$ cat src/rtl/burst_fetch.sv
// Read-side burst initiator: issues 1/4/8/16-word memory reads and streams the
// returned words, tagged with address and last flag, through a FWFT FIFO.
module burst_fetch #(
  parameter int                       data_width    = 32,
  parameter int                       address_width = 32,
  parameter logic [address_width-1:0] start_addr    = 32'h80020000,
  parameter int                       mem_bytes     = 1048576,
  parameter int                       fifo_depth    = 32
) (
  input  logic                     clock,
  input  logic                     reset,
  input  logic                     req_valid,
  input  logic [address_width-1:0] req_addr,
  input  logic [1:0]               req_size,
  output logic                     req_ready,
  output logic                     req_err,
  output logic [address_width-1:0] mem_address,
  output logic [1:0]               mem_access_size,
  output logic                     mem_rw,
  output logic                     mem_enable,
  input  logic                     mem_busy,
  input  logic [data_width-1:0]    mem_data_out,
  output logic                     word_valid,
  output logic [data_width-1:0]    word_data,
  output logic [address_width-1:0] word_addr,
  output logic                     word_last,
  input  logic                     word_ready,
  output logic                     state_dbg
);

  localparam int ptr_w   = $clog2(fifo_depth);
  localparam int cnt_w   = ptr_w + 1;
  localparam int entry_w = address_width + data_width + 1;
  localparam logic [cnt_w-1:0] depth_c = cnt_w'(fifo_depth);

  typedef enum logic {IDLE = 1'b0, BURST = 1'b1} state_t;

  state_t                   state_q, state_d;
  logic [address_width-1:0] base_q, base_d;
  logic [1:0]               size_q, size_d;
  logic [4:0]               beat_q, beat_d;
  logic                     err_q, err_d;
  logic [ptr_w-1:0]         wr_ptr_q, wr_ptr_d, rd_ptr_q, rd_ptr_d;
  logic [cnt_w-1:0]         count_q, count_d;
  logic [entry_w-1:0]       fifo_mem [fifo_depth];

  logic [4:0]       req_len, act_len;
  logic [cnt_w-1:0] free_w;
  logic             space_ok, accept, bad_req, capture, last_beat, pop;
  logic [32:0]      offset_w, span_w;

  function automatic logic [4:0] burst_len(input logic [1:0] s);
    case (s)
      2'b00:   return 5'd1;
      2'b01:   return 5'd4;
      2'b10:   return 5'd8;
      default: return 5'd16;
    endcase
  endfunction

  // Range check in 33 bits so the end of the burst can never wrap past 2^32.
  always_comb begin
    req_len  = burst_len(req_size);
    act_len  = burst_len(size_q);
    free_w   = depth_c - count_q;
    space_ok = free_w >= cnt_w'(req_len);
    offset_w = {1'b0, req_addr} - {1'b0, start_addr};
    span_w   = offset_w + 33'({req_len, 2'b00});
    bad_req  = (req_addr[1:0] != 2'b00) || (req_addr < start_addr) ||
               (span_w > 33'(mem_bytes));
  end

  always_ff @(posedge clock or posedge reset) begin
    if (reset) begin
      state_q  <= IDLE;
      base_q   <= start_addr;
      size_q   <= 2'b00;
      beat_q   <= 5'd0;
      err_q    <= 1'b0;
      wr_ptr_q <= '0;
      rd_ptr_q <= '0;
      count_q  <= '0;
    end else begin
      state_q  <= state_d;
      base_q   <= base_d;
      size_q   <= size_d;
      beat_q   <= beat_d;
      err_q    <= err_d;
      wr_ptr_q <= wr_ptr_d;
      rd_ptr_q <= rd_ptr_d;
      count_q  <= count_d;
    end
  end

  always_comb begin
    state_d = state_q;
    base_d  = base_q;
    size_d  = size_q;
    beat_d  = beat_q;
    err_d   = 1'b0;
    case (state_q)
      IDLE: begin
        if (accept) begin
          if (bad_req) begin
            err_d = 1'b1;
          end else begin
            state_d = BURST;
            base_d  = req_addr;
            size_d  = req_size;
            beat_d  = 5'd0;
          end
        end
      end
      BURST: begin
        if (capture) begin
          beat_d = beat_q + 5'd1;
          if (last_beat) state_d = IDLE;
        end
      end
      default: state_d = IDLE;
    endcase
  end

  always_comb begin
    req_ready       = (state_q == IDLE) && space_ok;
    accept          = req_valid && req_ready;
    req_err         = err_q;
    mem_enable      = (state_q == BURST);
    mem_rw          = 1'b1;
    mem_address     = base_q + address_width'({beat_q, 2'b00});
    mem_access_size = size_q;
    capture         = (state_q == BURST) && !mem_busy;
    last_beat       = (beat_q == act_len - 5'd1);
    state_dbg       = state_q;
  end

  // FIFO bookkeeping; admission control guarantees a push never meets a full FIFO.
  always_comb begin
    word_valid = (count_q != '0);
    pop        = word_valid && word_ready;
    wr_ptr_d   = capture ? wr_ptr_q + 1'b1 : wr_ptr_q;
    rd_ptr_d   = pop ? rd_ptr_q + 1'b1 : rd_ptr_q;
    count_d    = count_q;
    if (capture && !pop) count_d = count_q + 1'b1;
    else if (!capture && pop) count_d = count_q - 1'b1;
    {word_addr, word_data, word_last} = word_valid ? fifo_mem[rd_ptr_q] : '0;
  end

  always_ff @(posedge clock) begin
    if (capture) fifo_mem[wr_ptr_q] <= {mem_address, mem_data_out, last_beat};
  end

endmodule

$ cat config.mk
export PLATFORM = sky130hd
export DESIGN_NAME = burst_fetch
export DESIGN_NICKNAME = d
export VERILOG_FILES = /design/src/rtl/burst_fetch.sv
export SDC_FILE = /design/constraint.sdc
export NUM_CORES = 2
export LEC_CHECK = 0
export ABC_AREA = 1
export BUFFER_PORTS_ARGS = -buffer_cell sky130_fd_sc_hd__buf_2
export CORE_AREA = 2 2 437 439
export DETAILED_ROUTE_END_ITERATION = 6
export DIE_AREA = 0 0 439 441
export GPL_ROUTABILITY_DRIVEN = 0
export SYNTH_ARGS = -nofsm -noshare
export SYNTH_HDL_FRONTEND = slang
export SYNTH_SLANG_ARGS = --single-unit
$ cat constraint.sdc
create_clock -name clock -period 4.7 [get_ports clock]
set_input_delay 0.235 -clock clock [delete_from_list [all_inputs] [get_ports clock]]
set_output_delay 0.235 -clock clock [all_outputs]
set_load 0.02 [all_outputs]
==> results_tabular.tex <==
\begin{tabular}{lr}
\hline
Metric & Value \\
\hline
\multicolumn{2}{l}{\textbf{Floorplan}} \\
Die Y-Extent & 441 um \\
Row cnt & 160 \\
Placeable core region & 189,200 sq um \\
Top Ports & 176 \\
Total die area & 193,600 sq um \\
DIE WIDTH & 439 um \\
Effective utilization at floorplan & 0.4470 \\
\multicolumn{2}{l}{\textbf{Setup path}} \\
Maximum fanout along the worst path & 17 \\
R2r startpoint & beat\_q[0] \\
End of the worst register-to-register path & fifo\_mem[23][61] \\
Capturing element type of the critical path & output port \\
Arrival @ worst endpoint & 4.21 ns \\
Element type at the critical path start & register \\
CP required & 4.47 ns \\
Worst setup path endpoint & mem\_address[30] \\
Flop-to-flop setup slack & 1.19 ns \\
Setup CP Type & reg2out \\
Number of cells on the worst reg-to-reg path & 16 \\
First element of the critical path & beat\_q[0] \\
\multicolumn{2}{l}{\textbf{Clocking}} \\
CTS tree & done \\
TritonCTS Buffers & 215 \\
Sinks on the clock net & 2,137 \\
Clk slew on worst S/H paths & 0.06 ns \\
Maximum clock path buffer count & 3 \\
Number of H-tree branching levels & 4 \\
Later-pin clock latency in the skew report & 0.87 ns \\
Clock Root Buffer & sky130\_fd\_sc\_hd\_\_clkbuf\_16 \\
\multicolumn{2}{l}{\textbf{Route}} \\
Average detailed-routed wire length per instance & 27.72 um \\
Via count & 56,000 \\
Vias/cell & 6.014 \\
DR pass1 iterations & 7 \\
Total wire length & 258,100 um \\
DRC violation count after routing & 1 \\
Drt initial violations & 6,790 \\
Number of nets with antenna violations after routing & 0 \\
\multicolumn{2}{l}{\textbf{Synth}} \\
Synthesis-stage register bit count & 2,137 \\
Post-synthesis net count & 6,502 \\
Dominant cell by count in the synthesized netlist & sky130\_fd\_sc\_hd\_\_edfxtp\_1 \\
Post-synthesis cell area & 84,560 sq um \\
Post-synthesis average cell area & 13.20 sq um \\
Fraction of post-synthesis cell area in the top cell type by area & 0.7386 \\
Gate count after technology mapping & 6,405 \\
Post-synth top cells & 2,080 x sky130\_fd\_sc\_hd\_\_edfxtp\_1, 1,172 x sky130\_fd\_sc\_hd\_\_nor2\_1, 1,098 x sky130\_fd\_sc\_hd\_\_o21ai\_0 \\
Count of synthesis-stage warnings from yosys & 0 \\
Primary flip-flop cell chosen by synthesis mapping & sky130\_fd\_sc\_hd\_\_edfxtp\_1 \\
Cell types occupying the most area after synthesis & sky130\_fd\_sc\_hd\_\_edfxtp\_1 74\%, sky130\_fd\_sc\_hd\_\_o21ai\_0 6.5\%, sky130\_fd\_sc\_hd\_\_nor2\_1 5.2\% \\
Seq/Total Area, Yosys & 0.7555 \\
Number of enable-type register cells in the synthesized netlist & 2,080 \\
Synth unique cells & 47 \\
Fraction of registers with async set/reset & 0.02667 \\
Top cell type by total area after synthesis & sky130\_fd\_sc\_hd\_\_edfxtp\_1 \\
\multicolumn{2}{l}{\textbf{Finish}} \\
Fraction of final layout cells with drive strength greater than 1 & 0.1130 \\
NumNets Final & 6,721 \\
Post-route cell area & 97,080 sq um \\
Area growth, synth to finish & 14.80\% \\
\multicolumn{2}{l}{\textbf{Outcome}} \\
Result of the run & complete, but fails checks \\
Failing checks & design-rule violations \\
\multicolumn{2}{l}{\textbf{Timing}} \\
Slew @ Worst Pin & 1.166 ns \\
Worst max-slew margin expressed relative to the limit & 0.2217 \\
Setup-failing EPs final & 0 \\
Worst-case hold slack & 0.1650 ns \\
Total negative slack for setup checks & 0 ns \\
Number of failing hold endpoints at the final stage & 0 \\
Crit path time final & 4.450 ns \\
Max-slew violation count & 0 \\
Crit share post-route & 0.9467 \\
Fmax & 224.7 MHz \\
Clock skew & 0.03679 ns \\
\multicolumn{2}{l}{\textbf{Pwr}} \\
Peak supply drop & 0.6800 mV \\
Static power due to leakage & 32.47 nW \\
Pwr Density & 570.2 nW/um\^{}2 \\
Overall power consumption & 55.35 mW \\
\multicolumn{2}{l}{\textbf{Global route}} \\
Gr usage total & 0.2627 \\
Number of global-route vias before repair & 53,190 \\
First-pass GRT wire length & 371,600 um \\
Antenna violations before repair & 16 \\
Gr ovfl total & 0 \\
Maximum number of pins on one net before global-route repair & 193 \\
\multicolumn{2}{l}{\textbf{Place}} \\
Number of port buffers & 174 \\
HPWL after detailed placement & 130,800 um \\
Post-DP Area & 89,650 sq um \\
\multicolumn{2}{l}{\textbf{Min path}} \\
Classification of the worst-slack hold path & in2async \\
\multicolumn{2}{l}{\textbf{Run}} \\
Number of max-capacitance violations reported & 0 \\
\hline
\end{tabular}
## state kept, by name, summed over array words and instances (netlist names)
name             cells
mem_enable           1
req_err              1
beat_q               5
wr_ptr_q             5
rd_ptr_q             5
mem_access_size      2
base_q              32
count_q              6
fifo_mem          2080
## placed cells by master (no fill, tap or decap), drive strengths merged
cell         synthesis  final
clkinvlp             0      3
nand3b               2      2
ha                  24     24
conb                 1      1
a21boi               2      2
a41oi                7      7
a31o                 1      1
nor4                 3      3
buf                 50    392
clkbuf             400    278
a21oi               66     66
dlygate4sd3          0     59
fa                   2      2
o31ai                1      1
nor3                36     36
a31oi               55     55
diode                0      6
a2111oi              1      1
a211oi              10     10
o221ai             206    206
nor2              1173   1173
bufinv               0     11
edfxtp            2080   2080
a221oi              26     26
dfstp                2      2
nor3b                2      2
inv                109    116
o21a                 1      1
xnor2               12     12
dfrtp               55     55
o21ai             1122   1122
clkinv               4     94
o211ai              23     23
xor2                31     31
o22ai              309    309
nand4               16     16
nand2              387    387
or2                  1      1
and3                 1      1
nand3              184    184
## layer usage
| metal | global-route usage | up-vias | part of all wire |
|---|---|---|---|
| li1 | - | 24470 | - |
| met1 | 0.3651 | 28430 | 0.41 |
| met3 | 0.03762 | 483 | 0.081 |
| met5 | 0 | - | 0.000093 |
| met4 | 0.09555 | 4 | 0.036 |
| met2 | 0.4230 | 2618 | 0.47 |
## timing repair
action | CTS | global route
hold endpoints to repair | 1110 | 0
endpoints found under the setup margin | 15 | 11
gates resized for setup | 17 | 9
buffers inserted | 2 | 4
cloned | 0 | 1
hold buffers | 59 | 0
pin swaps | 2 | 4
## where the power goes
group	internal [mW]	leakage, nW	switching (mW)
sequential	20.8	20.4	0.163
clock	9.11	3.22	7.17
combinational	5.18	8.90	12.9
total	35.1	32.5	20.3
## how the worst min path moves through the flow
stage / depth (start not counted) / endpoint / slack, ns
floorplan: 0 / fifo_mem[0][10] / 0.33
global placement: 2 / base_q[7] / 0.48
detailed placement: 2 / base_q[7] / 0.48
CTS: 4 / beat_q[4] / 0.15
global route: 4 / count_q[5] / 0.23
finish: 4 / count_q[0] / 0.16
## kinds of logic (layout without fill, tap and decap cells)
| group | Yosys count | in the layout | share of synthesized area |
|---|---|---|---|
| buffers and inverters | 563 | 953 | 0.02578 |
| AO/OA/AOI/OAI | 1830 | 1830 | 0.1255 |
| AND/OR/NAND/NOR | 1805 | 1805 | 0.08464 |
| other | 1 | 7 | 0.00004435 |
| adder cells (fa/ha/maj) | 26 | 26 | 0.004025 |
| flip-flops | 2137 | 2137 | 0.7555 |
| XOR/XNOR | 43 | 43 | 0.004454 |
## area by class of cell
cell class / instances / area [sq um]
Antenna cell: 6 / 15.01
Clock buffer: 277 / 5687
Clock inverter: 111 / 929.6
Fill cell: 15870 / 92100
Inverter: 113 / 462.9
Multi-Input combinational cell: 3705 / 19080
Sequential cell: 2137 / 63910
Tap cell: 2511 / 3142
Timing Repair Buffer: 452 / 3856
## critical path, cell delays in order (launching register included)
cell                      delay, ns
sky130_fd_sc_hd__dfrtp_2       0.40
sky130_fd_sc_hd__ha_1          0.19
sky130_fd_sc_hd__inv_1         0.06
sky130_fd_sc_hd__fa_2          0.38
sky130_fd_sc_hd__o21ai_2       0.15
sky130_fd_sc_hd__nand2_1       0.10
sky130_fd_sc_hd__a21oi_4       0.19
sky130_fd_sc_hd__nand2_1       0.12
sky130_fd_sc_hd__nor3_4        0.21
sky130_fd_sc_hd__nand2_2       0.12
sky130_fd_sc_hd__nor2_4        0.18
sky130_fd_sc_hd__nand2_2       0.12
sky130_fd_sc_hd__inv_1         0.13
sky130_fd_sc_hd__nand2_1       0.15
sky130_fd_sc_hd__nor3_4        0.27
sky130_fd_sc_hd__xor2_4        0.21
sky130_fd_sc_hd__buf_12        0.17
sky130_fd_sc_hd__buf_2         0.18
## through the flow
step	setup slack, ns	util	instances
2_1_floorplan	0.1665	-	6405
3_3_place_gp	0.2173	0.4739	8852
3_5_place_dp	0.1457	0.4739	8852
4_1_cts	0.01177	0.5125	9301
5_1_grt	-0.01780	0.5131	9312
6_report	0.2505	0.5131	9312
Power figures use the tool's default switching activity.
